==> src/rtl/flit_out_inf_mc_pkg.sv <==
// Shared constants for the multi-channel flit output interface.
//   FLIT_TS_WIDTH   : width of flit timestamps and simulation time
//   FLIT_DIFF_WIDTH : default number of low-order bits used for the time difference
//   clog2_min1()    : index width helper that never returns less than 1
package flit_out_inf_mc_pkg;

  localparam int FLIT_TS_WIDTH   = 16;
  localparam int FLIT_DIFF_WIDTH = 4;

  function automatic int clog2_min1(input int n);
    int r;
    r = 0;
    while ((1 << r) < n) r++;
    return (r < 1) ? 1 : r;
  endfunction

endpackage

==> src/rtl/flit_out_inf_mc_ts_ready.sv <==
// Per-VC readiness tracker (flit_ts_ready).
// Compares the head flit timestamp against simulation time using a modulo
// difference of the low DIFF_WIDTH bits, keeps a sticky ready bit so a flit
// that has waited longer than half the difference range stays ready, and
// counts consecutive ready-but-not-dequeued cycles for starvation detection.
// Ports:
//   clock, reset     : clock, synchronous active-high reset
//   sim_time         : current simulation time
//   timestamp        : head flit timestamp of this VC
//   flit_valid       : head flit present
//   dequeue          : this VC is popped this cycle
//   vc_ready         : flit is due (or sticky ready)
//   starved          : wait counter has reached STARVE_LIMIT
module flit_ts_ready
  import flit_out_inf_mc_pkg::*;
#(
  parameter int TS_WIDTH     = FLIT_TS_WIDTH,
  parameter int DIFF_WIDTH   = FLIT_DIFF_WIDTH,
  parameter int STARVE_LIMIT = 15
) (
  input  logic                clock,
  input  logic                reset,
  input  logic [TS_WIDTH-1:0] sim_time,
  input  logic [TS_WIDTH-1:0] timestamp,
  input  logic                flit_valid,
  input  logic                dequeue,
  output logic                vc_ready,
  output logic                starved
);

  localparam int WAIT_W = $clog2(STARVE_LIMIT + 1);
  localparam logic [WAIT_W-1:0] LIMIT = WAIT_W'(STARVE_LIMIT);

  function automatic logic [WAIT_W-1:0] sat_inc(input logic [WAIT_W-1:0] v);
    return (v == LIMIT) ? v : v + WAIT_W'(1);
  endfunction

  logic [DIFF_WIDTH-1:0] diff;
  logic                  w_valid;
  logic                  r_valid;
  logic [WAIT_W-1:0]     wait_cnt;

  // Only the low bits take part in the comparison.
  if (DIFF_WIDTH < TS_WIDTH) begin : g_hi
    logic unused_hi;
    assign unused_hi = ^{sim_time[TS_WIDTH-1:DIFF_WIDTH], timestamp[TS_WIDTH-1:DIFF_WIDTH]};
  end

  // Modulo difference; a set MSB means the flit lies in the future.
  assign diff    = sim_time[DIFF_WIDTH-1:0] - timestamp[DIFF_WIDTH-1:0];
  assign w_valid = flit_valid & ~diff[DIFF_WIDTH-1];

  // Sticky state is masked while reset is held so outputs follow inputs only.
  assign vc_ready = w_valid | (r_valid & ~reset);
  assign starved  = (wait_cnt == LIMIT);

  // Stage boundary: sticky ready and wait counter registers.
  always_ff @(posedge clock) begin
    if (reset) begin
      r_valid  <= 1'b0;
      wait_cnt <= '0;
    end else begin
      if (!r_valid)
        r_valid <= w_valid & ~dequeue;
      else if (dequeue || !flit_valid)
        r_valid <= 1'b0;

      if (dequeue || !vc_ready)
        wait_cnt <= '0;
      else
        wait_cnt <= sat_inc(wait_cnt);
    end
  end

endmodule

==> src/rtl/flit_out_inf_mc.sv <==
// Multi-channel flit output interface.
// Each VC gets a timestamp readiness tracker; a combinational round-robin
// arbiter with starvation override picks one ready VC per cycle, and the
// chosen VC is dequeued when the downstream router accepts.
// Ports:
//   clock, reset    : clock, synchronous active-high reset
//   sim_time        : current simulation time
//   flit_valid      : per-VC head flit present
//   flit_timestamp  : per-VC head timestamps, VC i at [i*TS_WIDTH +: TS_WIDTH]
//   out_ready       : downstream accepts a flit this cycle
//   vc_ready        : per-VC ready
//   out_valid       : some VC is ready
//   out_sel         : selected VC index (0 when nothing is ready)
//   dequeue         : one-hot pop, non-zero only on an accepted transfer
//   starved         : per-VC starvation flag
module flit_out_inf_mc
  import flit_out_inf_mc_pkg::*;
#(
  parameter int NUM_VC       = 4,
  parameter int TS_WIDTH     = FLIT_TS_WIDTH,
  parameter int DIFF_WIDTH   = FLIT_DIFF_WIDTH,
  parameter int STARVE_LIMIT = 15,
  parameter int VC_IDX_W     = clog2_min1(NUM_VC)
) (
  input  logic                       clock,
  input  logic                       reset,
  input  logic [TS_WIDTH-1:0]        sim_time,
  input  logic [NUM_VC-1:0]          flit_valid,
  input  logic [NUM_VC*TS_WIDTH-1:0] flit_timestamp,
  input  logic                       out_ready,
  output logic [NUM_VC-1:0]          vc_ready,
  output logic                       out_valid,
  output logic [VC_IDX_W-1:0]        out_sel,
  output logic [NUM_VC-1:0]          dequeue,
  output logic [NUM_VC-1:0]          starved
);

  logic [VC_IDX_W-1:0] rr_ptr;
  logic [VC_IDX_W-1:0] grant;
  logic                xfer;

  for (genvar i = 0; i < NUM_VC; i++) begin : g_vc
    flit_ts_ready #(
      .TS_WIDTH    (TS_WIDTH),
      .DIFF_WIDTH  (DIFF_WIDTH),
      .STARVE_LIMIT(STARVE_LIMIT)
    ) u_ready (
      .clock     (clock),
      .reset     (reset),
      .sim_time  (sim_time),
      .timestamp (flit_timestamp[i*TS_WIDTH +: TS_WIDTH]),
      .flit_valid(flit_valid[i]),
      .dequeue   (dequeue[i]),
      .vc_ready  (vc_ready[i]),
      .starved   (starved[i])
    );
  end

  // Priority: lowest starved requester, then first requester at or above
  // rr_ptr, then the lowest requester overall (the wrap-around case).
  always_comb begin
    logic [VC_IDX_W-1:0] starve_idx;
    logic [VC_IDX_W-1:0] hi_idx;
    logic [VC_IDX_W-1:0] lo_idx;
    logic                starve_found;
    logic                hi_found;
    starve_idx   = '0;
    hi_idx       = '0;
    lo_idx       = '0;
    starve_found = 1'b0;
    hi_found     = 1'b0;
    for (int i = NUM_VC - 1; i >= 0; i--) begin
      if (vc_ready[i] && starved[i]) begin
        starve_idx   = VC_IDX_W'(i);
        starve_found = 1'b1;
      end
      if (vc_ready[i] && (VC_IDX_W'(i) >= rr_ptr)) begin
        hi_idx   = VC_IDX_W'(i);
        hi_found = 1'b1;
      end
      if (vc_ready[i])
        lo_idx = VC_IDX_W'(i);
    end
    if (starve_found)
      grant = starve_idx;
    else if (hi_found)
      grant = hi_idx;
    else
      grant = lo_idx;
  end

  assign out_valid = |vc_ready;
  assign out_sel   = out_valid ? grant : '0;
  assign xfer      = out_valid & out_ready;

  always_comb begin
    dequeue = '0;
    for (int i = 0; i < NUM_VC; i++)
      dequeue[i] = xfer && (out_sel == VC_IDX_W'(i));
  end

  // Stage boundary: round-robin pointer, advanced past every accepted grant.
  always_ff @(posedge clock) begin
    if (reset)
      rr_ptr <= '0;
    else if (xfer)
      rr_ptr <= (int'(out_sel) == NUM_VC - 1) ? '0 : out_sel + VC_IDX_W'(1);
  end

endmodule

==> config.mk <==
export PLATFORM = sky130hd
export DESIGN_NAME = flit_out_inf_mc
export DESIGN_NICKNAME = d
export VERILOG_FILES = /design/src/rtl/flit_out_inf_mc_pkg.sv /design/src/rtl/flit_out_inf_mc_ts_ready.sv /design/src/rtl/flit_out_inf_mc.sv
export SDC_FILE = /design/constraint.sdc
export NUM_CORES = 1
export LEC_CHECK = 0
export BUFFER_PORTS_ARGS = -buffer_cell sky130_fd_sc_hd__buf_4
export CORE_MARGIN = 1.5
export CORE_UTILIZATION = 49
export CTS_BUF_LIST = sky130_fd_sc_hd__clkbuf_4 sky130_fd_sc_hd__clkbuf_8
export DETAILED_ROUTE_END_ITERATION = 6
export PLACE_DENSITY_LB_ADDON = 0.3
export SYNTH_ARGS = -nofsm -noshare
export SYNTH_HDL_FRONTEND = slang
export SYNTH_SLANG_ARGS = --single-unit
export TNS_END_PERCENT = 1
==> constraint.sdc <==
create_clock -name clock -period 7.73 [get_ports clock]
set_input_delay 0.773 -clock clock [delete_from_list [all_inputs] [get_ports clock]]
set_output_delay 0.773 -clock clock [all_outputs]
set_load 0.01 [all_outputs]
## After elaboration in Yosys (flattened, before gate mapping)

Index checks and enable logic that the tools add are counted.

- Output and inout bits: 15
- Bits of input ports: 87
- Logic and storage cells: 122
- Flip-flop bits (word level): 22

- Equal/unequal tests: 8
- Reductions and logical operators: 34
- Bitwise gates (word level): 26
- Muxes and demuxes: 32
- $add $sub $neg: 9
- Order comparisons: 4

Operators by type and width:

| cell | number |
|---|---|
| 2-to-1 mux 2 bit | 16 |
| adder 4 x 1 -> 4 bit, second input constant | 4 |
| equality test 4 bit, second input constant | 4 |
| 2-to-1 mux 1 bit | 16 |
| subtractor 4 bit | 4 |
| AND 1 bit | 13 |
| logical AND 1 bit | 12 |
| NOT 1 bit | 9 |
| zero test 1 bit | 8 |
| logical OR 1 bit | 8 |
| OR reduction 2 bit | 4 |
| equality test 2 x 1 -> 1 bit, second input constant | 2 |
| equality test 2 bit, second input constant | 2 |
| >= comparator 1 x 2 -> 1 bit, first input constant | 2 |
| >= comparator 2 bit, first input constant | 2 |
| OR 1 bit | 4 |
| OR reduction 4 bit | 1 |
| adder 2 x 1 -> 2 bit, second input constant | 1 |
| zero test 2 bit | 1 |

## Depth between registers and ports, before layout

Gate-level depths: netlist of run 1.

- Depth in word-level cells: 17
- Depth in mapped cells: 14
- Gate-level depth less buffers: 14

## Modules after synthesis

Synthesis of run 1 repeated with hierarchy kept, for this count alone.

- Cell total of the unflattened synthesis: 191
- Area, all modules: 1677.9 um^2

By module, submodules not included:

| module | times used | area each (um^2) | cells each |
|---|---|---|---|
| flit_ts_ready | 4 | 345.3 | 38 |
| flit_out_inf_mc | 1 | 296.5 | 39 |

## Worst setup path after synthesis of run 1

OpenSTA, ideal clock, no wires.

- Kind: input port to output port
- Start point: in flit_timestamp[50]
- End point: out dequeue[3]
- Data arrival time: 3228 ps
- Cell stages on the path: 12
- Setup slack: 3729 ps
- Path buffers: 2
- Path through: inv_1 ha_1 a21oi_1 o21ai_0 a221o_1 buf_6 nor3_1 a311oi_1 a211oi_1 ha_1 and3_4 buf_4

- Longest elaborated chain between the ends: 14

RTL lines:

| element | line | RTL |
|---|---|---|
| start, declared | flit_out_inf_mc.sv:29 | `input logic [NUM_VC*TS_WIDTH-1:0] flit_timestamp,` |
| subtractor 4 bit (*) | flit_out_inf_mc_ts_ready.sv:50 | `assign diff = sim_time[DIFF_WIDTH-1:0] - timestamp[DIFF_WIDTH-1:0];` |
| NOT 1 bit (*) | flit_out_inf_mc_ts_ready.sv:51 | `assign w_valid = flit_valid & ~diff[DIFF_WIDTH-1];` |
| AND 1 bit (*) | flit_out_inf_mc_ts_ready.sv:51 |  |
| OR 1 bit (*) | flit_out_inf_mc_ts_ready.sv:54 | `assign vc_ready = w_valid \| (r_valid & ~reset);` |
| net g_vc[3].u_ready.vc_ready | flit_out_inf_mc_ts_ready.sv:27 | `output logic vc_ready,` |
| logical AND 1 bit | flit_out_inf_mc.sv:77 | `if (vc_ready[i] && (VC_IDX_W'(i) >= rr_ptr)) begin` |
| 2-to-1 mux 2 bit or 2-to-1 mux 1 bit (tied branches) (4 in a row) | flit_out_inf_mc.sv:77 |  |
| 2-to-1 mux 2 bit | flit_out_inf_mc.sv:86 | `else if (hi_found)` |
| 2-to-1 mux 2 bit | flit_out_inf_mc.sv:84 | `if (starve_found)` |
| 2-to-1 mux 2 bit (*) | flit_out_inf_mc.sv:93 | `assign out_sel = out_valid ? grant : '0;` |
| net out_sel[1] | flit_out_inf_mc.sv:33 | `output logic [VC_IDX_W-1:0] out_sel,` |
| equality test 2 bit (*) | flit_out_inf_mc.sv:99 | `dequeue[i] = xfer && (out_sel == VC_IDX_W'(i));` |
| logical AND 1 bit (*) | flit_out_inf_mc.sv:99 |  |
| end, declared | flit_out_inf_mc.sv:34 | `output logic [NUM_VC-1:0] dequeue,` |

Mark *: on every way through the listed nets, which the timed path passes. The rest lies on a longest branch.

## Worst setup path after layout of run 1

- Start point: in sim_time[2]
- End point: out dequeue[3]

- Longest elaborated chain between the ends: 14

RTL lines:

| element | line | RTL |
|---|---|---|
| start, declared | flit_out_inf_mc.sv:27 | `input logic [TS_WIDTH-1:0] sim_time,` |
| subtractor 4 bit | flit_out_inf_mc_ts_ready.sv:50 |  |
| NOT 1 bit | flit_out_inf_mc_ts_ready.sv:51 |  |
| AND 1 bit | flit_out_inf_mc_ts_ready.sv:51 |  |
| OR 1 bit | flit_out_inf_mc_ts_ready.sv:54 |  |
| logical AND 1 bit | flit_out_inf_mc.sv:77 |  |
| 2-to-1 mux 2 bit or 2-to-1 mux 1 bit (tied branches) (4 in a row) | flit_out_inf_mc.sv:77 |  |
| 2-to-1 mux 2 bit | flit_out_inf_mc.sv:86 |  |
| 2-to-1 mux 2 bit | flit_out_inf_mc.sv:84 |  |
| 2-to-1 mux 2 bit | flit_out_inf_mc.sv:93 |  |
| equality test 2 bit | flit_out_inf_mc.sv:99 |  |
| logical AND 1 bit (*) | flit_out_inf_mc.sv:99 |  |

Mark *: on every way between the ends. The rest lies on a longest branch, timed or not.

==> results of run 1 <==
routing by layer:
layer  share of wire (%)  vias up
met5                   0        -
met4                 1.2        0
li1                    -      804
met2                  45       46
met3                 5.5        5
met1                  48      701
registers in the layout, summed over array words and instances (netlist names):
| signal | cells |
|---|---|
| g_vc.u_ready.wait_cnt | 16 |
| g_vc.u_ready.r_valid | 4 |
| rr_ptr | 2 |
power groups by stage:
stage | Clock [mW] | Combinational, mW | Sequential, mW
global route | 0.0684 | 0.150 | 0.130
detailed placement | 0 | 0.134 | 0.131
floorplan | 0 | 0.102 | 0.128
finish | 0.0634 | 0.134 | 0.129
global placement | 0 | 0.132 | 0.131
CTS | 0.0661 | 0.135 | 0.129
layout by cell type (no fill, tap or decap), types with 2 or more instances in the layout:
cell type,netlist,final
sky130_fd_sc_hd__xor2_1,5,5
sky130_fd_sc_hd__clkbuf_4,0,3
sky130_fd_sc_hd__buf_4,12,41
sky130_fd_sc_hd__o211a_1,2,2
sky130_fd_sc_hd__ha_1,16,16
sky130_fd_sc_hd__mux2i_1,5,5
sky130_fd_sc_hd__xnor2_1,9,9
sky130_fd_sc_hd__nor2b_1,4,4
sky130_fd_sc_hd__o21ai_0,5,5
sky130_fd_sc_hd__nand3_1,8,8
sky130_fd_sc_hd__nor3_1,10,10
sky130_fd_sc_hd__a221o_1,2,2
sky130_fd_sc_hd__dfxtp_1,22,22
sky130_fd_sc_hd__and3_4,3,3
sky130_fd_sc_hd__o2111ai_1,3,3
sky130_fd_sc_hd__inv_1,17,17
sky130_fd_sc_hd__nand2_1,16,16
sky130_fd_sc_hd__o2111a_1,2,2
sky130_fd_sc_hd__nor4b_2,3,3
sky130_fd_sc_hd__o21a_1,3,3
sky130_fd_sc_hd__nor2_1,23,23
sky130_fd_sc_hd__nor3b_1,4,4
sky130_fd_sc_hd__a31oi_1,5,5
sky130_fd_sc_hd__a21oi_1,11,11
sky130_fd_sc_hd__o211ai_1,2,2
through the flow:
step           std cells  util (%)  hold WS (ns)
4_1_cts              288      59.8         0.541
3_3_place_gp         284      58.7         0.514
6_report             288      59.8         0.539
3_5_place_dp         284      58.7         0.517
5_1_grt              288      59.8         0.568
2_1_floorplan        216         -         0.488
path summary, 6_finish.rpt:
path                                           endpoint  slack (ns)  cells after the start                    start
worst max register to register                rr_ptr[0]        5.11                      9  g_vc[3].u_ready.r_valid
worst max-delay path                         dequeue[3]        3.42                     11              sim_time[2]
worst min-delay path            g_vc[2].u_ready.r_valid        0.54                      2  g_vc[2].u_ready.r_valid
worst min register to register  g_vc[2].u_ready.r_valid        0.54                      2  g_vc[2].u_ready.r_valid
worst reg2reg max path: stages (launching register included):
cell and delay, ns:
sky130_fd_sc_hd__dfxtp_1 0.33, sky130_fd_sc_hd__a221o_1 0.50, sky130_fd_sc_hd__nor3_1 0.30, sky130_fd_sc_hd__a311oi_1 0.17
sky130_fd_sc_hd__a211oi_1 0.42, sky130_fd_sc_hd__ha_1 0.30, sky130_fd_sc_hd__nor2_1 0.07, sky130_fd_sc_hd__and4_1 0.20
sky130_fd_sc_hd__a31oi_1 0.14, sky130_fd_sc_hd__o21ai_0 0.10
cell type report:
| cell class | instances | share of cell area (%) |
|---|---|---|
| inverter | 17 | 3.15 |
| multi-input combinational | 158 | 55.3 |
| timing repair buffer | 41 | 15.2 |
| tap | 46 | 2.84 |
| sequential | 22 | 21.7 |
| clock buffer | 4 | 1.79 |
synthesized netlist by cell type, types with 2 or more instances:
cell type / count
sky130_fd_sc_hd__o211ai_1: 2
sky130_fd_sc_hd__nor2b_1: 4
sky130_fd_sc_hd__nor3_1: 10
sky130_fd_sc_hd__and3_4: 3
sky130_fd_sc_hd__clkbuf_1: 4
sky130_fd_sc_hd__ha_1: 16
sky130_fd_sc_hd__mux2i_1: 5
sky130_fd_sc_hd__buf_6: 2
sky130_fd_sc_hd__o211a_1: 2
sky130_fd_sc_hd__xnor2_1: 9
sky130_fd_sc_hd__o21a_1: 3
sky130_fd_sc_hd__nor3b_1: 4
sky130_fd_sc_hd__xor2_1: 5
sky130_fd_sc_hd__dfxtp_1: 22
sky130_fd_sc_hd__a31oi_1: 5
sky130_fd_sc_hd__a221o_1: 2
sky130_fd_sc_hd__o2111a_1: 2
sky130_fd_sc_hd__nand2_1: 16
sky130_fd_sc_hd__o2111ai_1: 3
sky130_fd_sc_hd__buf_4: 12
sky130_fd_sc_hd__nor4b_2: 3
sky130_fd_sc_hd__a21oi_1: 11
sky130_fd_sc_hd__o21ai_0: 5
sky130_fd_sc_hd__inv_1: 17
sky130_fd_sc_hd__nand3_1: 8
sky130_fd_sc_hd__nor2_1: 23
cell families (layout without fill, tap and decap cells):
kind of cell	Yosys count	count (layout)	synth area share, %
AOI/OAI and AO/OA	43	43	17.5
buffers and inverters	36	62	11.2
DFF	22	22	25.1
muxes	5	5	2.85
and+or+nand+nor	80	80	25.1
xor gates and xnor gates	14	14	6.98
adders and majority gates	16	16	11.4
==> qor.csv, run 1 <==
stage;metric;value;unit
setup_path;path_max_fanout;9;
route;drt-initial-drc-count;50;
power;total_power;0.326;mW
synth;post-synth-top-area-cell;sky130_fd_sc_hd__dfxtp_1;
final_layout;multiInputGateArea;1120;µm²
synth;postSynth.asyncResetShare;0;%
final_layout;finish.net_count;346;
power;p_leak;0.925;nW
global_routing;met3_track_usage_gr;3.06;%
timing;final_hold_violations;0;
final_layout;n_fill_cell;333;
synth;synth_cell_type_count;44;
clocking;clk_root_buffer_cell;sky130_fd_sc_hd__clkbuf_4;
timing;final_min_period_over_clock_period;55.7;%
setup_path;timing.critical_path.max_delay_family;compound AO/OA/AOI/OAI gates;
synth;synthesis.instances;216;
floorplan;die_area;3950;µm²
clocking;clk_latency;0.31;ns
flow_run;max-cap-violations;0;
timing;grt_setup_unrepaired;false;
setup_path;critPathKind;input pin to output port;
power;cellInternalPower;0.215;mW
setup_path;cp-end-kind;output port;
global_routing;grt_util_met1;24.3;%
timing;worst_pin_slew;0.531;ns
route;via_count;1556;
setup_path;cp_data_required_time;6.96;ns
route;drt.antenna.violating_nets;0;
setup_path;crit_arrival;3.53;ns
setup_path;setup.worst_path.start_class;input pin;
floorplan;placeableCoreArea;3390;µm²
final_layout;antenna_cells_inserted;0;
clocking;cts.reportedPaths.clkPinSlew;0.12;ns
synth;synthesized_netlist_net_count;319;
worst_hold_path;hold_class;register to register;
synth;synth.yosys.seq_area_share;25.1;%
floorplan;design.portCount;102;
placement;hpwl;2770;µm
synth;synth_area;1760;µm²
synth;ys_ff_latch;22;
global_routing;global_route.usage.total;19.0;%
placement;place.gp.congestion;0.819;
power;power.switching;0.111;mW
clocking;post_cts_resize_count;0;
timing;worst_clock_skew;0.00737;ns
power;ir_drop;0.105;mV
synth;synth_top_flop_cell;sky130_fd_sc_hd__dfxtp_1;
floorplan;die_width;62.9;µm
clocking;ctsHtreeMaxLevel;1;
setup_path;ordered_list_of_cells_on_the_worst_path;buf_4 > ha_1 > a21oi_1 > o21ai_0 > a221o_1 > nor3_1 > a311oi_1 > a211oi_1 > ha_1 > and3_4 > buf_4;
timing;setup_violations;0;
placement;numPortBuffers;41;
timing;finalMaxSlewViolations;0;
floorplan;initial_core_util;51.8;%
timing;worst_setup_slack_final;3.42;ns
placement;pre_cts_ws;3.46;ns
synth;yosysWarningCount;0;
clocking;postCtsSetupBuffers;0;
placement;postPlaceCellArea;1990;µm²
timing;fmax;0.232;GHz
final_layout;layout-drive-gt1-share;23.1;%
clocking;count_of_hold_fix_buffers_inserted_at_cts;0;
global_routing;grt_max_degree;13;
route;detail_route.first_pass.iterations;5;
timing;fin_setup_tns;0;ns
route;detail_route.wirelength;3550;µm
global_routing;grt_antenna_before_repair;0;
setup_path;critical_path.n_buffers_inverters;2;
synth;synth-edff-count;0;
global_routing;grt_pass1_wl;6180;µm
clocking;ctsLongestPathBuffers;2;
setup_path;crit_path_max_incr_delay;0.48;ns
clocking;cts_tree;done;
timing;finalCriticalPeriod;4.31;ns
power;power.density_cell_area;161;nW/µm²
global_routing;grt-busiest-layer;met2;
clocking;cts-buffers-inserted;3;
global_routing;globalRoute.totalOverflow;0;
power;combinational_share_of_power;41.1;%
floorplan;die_y;62.9;µm
synth;syn_area_per_cell;8.13;µm²
route;avgRoutedWirePerCell;12.3;µm
clocking;cts_num_sinks;22;
setup_path;slowest_stage;sky130_fd_sc_hd__a221o_1;
power;sequentialPowerShare;39.5;%
global_routing;via_count_of_the_first_global_routing_pass;1422;
route;ratio_of_routed_vias_to_standard_cells;5.40;
route;drc_errors_left;0;
timing;slew-limit-headroom;64.1;%
global_routing;globalRouteMet2Util;32.4;%
final_layout;sequential_cell_area;440;µm²
final_layout;post-route-cell-area;2030;µm²
final_layout;syn_to_final_growth;15.3;%
power;p_sw_share;34.1;%
power;clock_network_fraction_of_design_power;19.4;%
outcome;outcome;finished, final reports clean;
floorplan;rows;21;
synth;synth_largest_type_area_fraction;25.1;%
synth;synth_area_leaders;sky130_fd_sc_hd__dfxtp_1 25%, sky130_fd_sc_hd__ha_1 11%, sky130_fd_sc_hd__buf_4 5.1%;
(Power assumes the default switching activity.)
==> run 2, diff against run 1 <==
--- a/config.mk
+++ b/config.mk
@@ -7,7 +7,7 @@
 export LEC_CHECK = 0
 export BUFFER_PORTS_ARGS = -buffer_cell sky130_fd_sc_hd__buf_4
 export CORE_MARGIN = 1.5
-export CORE_UTILIZATION = 49
+export CORE_UTILIZATION = 41
 export CTS_BUF_LIST = sky130_fd_sc_hd__clkbuf_4 sky130_fd_sc_hd__clkbuf_8
 export DETAILED_ROUTE_END_ITERATION = 6
 export PLACE_DENSITY_LB_ADDON = 0.3
==> constraint.sdc (replaced) <==
create_clock -name clock -period 3.5 [get_ports clock]
set_input_delay 0.35 -clock clock [delete_from_list [all_inputs] [get_ports clock]]
set_output_delay 0.35 -clock clock [all_outputs]
set_load 0.01 [all_outputs]
==> run 2 against run 1 <==
Net effect: cell count grew 3.1%; sequential power grew 120%; clock skew decreased by 0.0022 ns; first-iteration DRC count fell by 34%; register-to-register slack lost 4.1 ns; sequential share of layout area down 0.90 points; clock-buffer cell count did not move; via count increased by 1.1%; largest cell class unchanged; highest routed layer unchanged.
==> qor.csv, run 2 (synthesized netlist as in run 1, its figures left out) <==
stage;metric;value;unit
worst_hold_path;min_delay_path_depth;2;
route;drc_errors_left;0;
final_layout;finish.net_count;351;
timing;final_hold_violations;0;
clocking;clk_root_buffer_cell;sky130_fd_sc_hd__clkbuf_8;
clocking;ctsHtreeMaxLevel;1;
final_layout;layoutNonFillerInstCount;297;
global_routing;grt_antenna_before_repair;0;
route;via_count;1573;
final_layout;post-route-cell-area;2110;µm²
final_layout;layout-drive-gt1-share;27.1;%
floorplan;die_width;68.5;µm
placement;postPlaceCellArea;2020;µm²
setup_path;path_max_fanout;6;
route;detail_route.first_pass.iterations;4;
setup_path;timing.critical_path.max_delay_family;simple AND/OR/NAND/NOR gates;
route;drt-initial-drc-count;33;
floorplan;die_y;68.5;µm
floorplan;die_area;4690;µm²
power;power.density_cell_area;373;nW/µm²
power;p_leak;0.960;nW
setup_path;ordered_list_of_cells_on_the_worst_path;buf_4 > ha_1 > a21oi_1 > o21a_1 > o211a_4 > inv_1 > or4_4 > nand2_1 > o21ba_2 > ha_1 > and3_4 > buf_4;
setup_path;cp-end-kind;output port;
global_routing;global_route.usage.total;15.9;%
global_routing;grt_pass1_wl;5700;µm
placement;pre_cts_ws;0.0281;ns
clocking;cts_num_sinks;22;
setup_path;critPathKind;input pin to output port;
final_layout;largest_register_ffs;16;
floorplan;initial_core_util;43.3;%
setup_path;crit_path_max_incr_delay;0.54;ns
final_layout;antenna_cells_inserted;0;
final_layout;largestRegisters;g_vc.u_ready.wait_cnt (16), g_vc.u_ready.r_valid (4), rr_ptr (2);
clocking;cts.reportedPaths.clkPinSlew;0.08;ns
setup_path;setup.worst_path.start_class;input pin;
route;detail_route.wirelength;3700;µm
clocking;cts-buffers-inserted;3;
flow_run;max-cap-violations;0;
setup_path;crit_arrival;2.97;ns
timing;worst_setup_slack_final;0.177;ns
timing;setup_violations;0;
timing;fmax;0.301;GHz
timing;finalCriticalPeriod;3.32;ns
timing;worst_clock_skew;0.00521;ns
setup_path;reg2reg_slack;1.05;ns
placement;place.gp.congestion;0.861;
setup_path;cp_data_required_time;3.15;ns
timing;grt_setup_unrepaired;false;
worst_hold_path;worstHoldStart;reset;
placement;numPortBuffers;41;
clocking;ctsLongestPathBuffers;2;
final_layout;final_util;52.1;%
floorplan;placeableCoreArea;4060;µm²
global_routing;grt_max_degree;13;
timing;final_min_period_over_clock_period;95.0;%
route;drt.antenna.violating_nets;0;
worst_hold_path;hold_end;g_vc[3].u_ready.r_valid;
final_layout;final_cell_mix;46 x sky130_fd_sc_hd__buf_4, 23 x sky130_fd_sc_hd__nor2_1, 22 x sky130_fd_sc_hd__dfxtp_1;
final_layout;layout.cells.most_common;sky130_fd_sc_hd__buf_4;
timing;finalMaxSlewViolations;0;
floorplan;rows;23;
timing;fin_setup_tns;0;ns
route;ratio_of_routed_vias_to_standard_cells;5.30;
clocking;cts_tree;done;
timing;slew-limit-headroom;63.5;%
outcome;outcome;finished, final reports clean;
final_layout;most_flop_heavy_register;g_vc.u_ready.wait_cnt;
setup_path;rr_worst_depth;8;
worst_hold_path;hold_class;input pin to register;
power;ir_drop;0.250;mV
placement;post-place-cells;291;
setup_path;slowest_stage;sky130_fd_sc_hd__or4_4;
global_routing;via_count_of_the_first_global_routing_pass;1337;
floorplan;design.portCount;102;
clocking;clk_latency;0.26;ns
timing;worst_pin_slew;0.540;ns
placement;hpwl;2860;µm
setup_path;critical_path.n_buffers_inverters;3;
setup_path;rr_endpoint;g_vc[3].u_ready.wait_cnt[2];
route;avgRoutedWirePerCell;12.5;µm
global_routing;globalRoute.totalOverflow;0;
setup_path;worst_r2r_startpoint;g_vc[3].u_ready.r_valid;
final_layout;syn_to_final_growth;20.3;%
## run 2: per-stage QoR
step / power [mW] / hold slack (ns)
2_1_floorplan: 0.509 / 0.488
3_3_place_gp: 0.592 / 0.517
3_5_place_dp: 0.594 / 0.520
4_1_cts: 0.782 / 0.354
5_1_grt: 0.840 / 0.362
6_report: 0.788 / 0.356
## run 2: worst max path at each step
stage / start / to / slack, ns / cells past startpoint
after floorplan: flit_timestamp[50] / dequeue[3] / 0.34 / 12
after global placement: sim_time[2] / dequeue[3] / 0.05 / 11
after detailed placement: sim_time[2] / dequeue[3] / 0.03 / 11
after CTS: sim_time[2] / dequeue[3] / 0.08 / 11
after global routing: sim_time[2] / dequeue[3] / 0.0006 / 11
final: sim_time[2] / dequeue[3] / 0.18 / 12
## run 2: final cells by class
type	count	area (µm²)
sequential	22	440
clock buffer	4	55.1
tap	50	62.6
multi-input combinational	158	1150
inverter	17	63.8
timing repair buffer	46	345
fill	385	1940
## run 2: repair_timing
item	4_1_cts	5_1_grt
endpoints found under the hold margin	0	0
buffers inserted	0	2
hold buffers	0	0
cloned	0	0
resized for setup	1	6
pin swaps	0	1
setup endpoints to repair	1	4
## run 2: power by group
group	internal (mW)	total [mW]	switching (mW)
logic	0.161	0.320	0.158
clock network	0.100	0.183	0.0824
registers	0.267	0.285	0.0185
total	0.529	0.788	0.259
## run 2: layer usage
layer  routed length [µm]  up-vias  GRT usage [%]
met2                 1810       45           28.0
met4                   27        0           4.75
li1                     -      811              -
met1                 1640      713           19.4
met3                  225        4           2.96
met5                    0        -              0
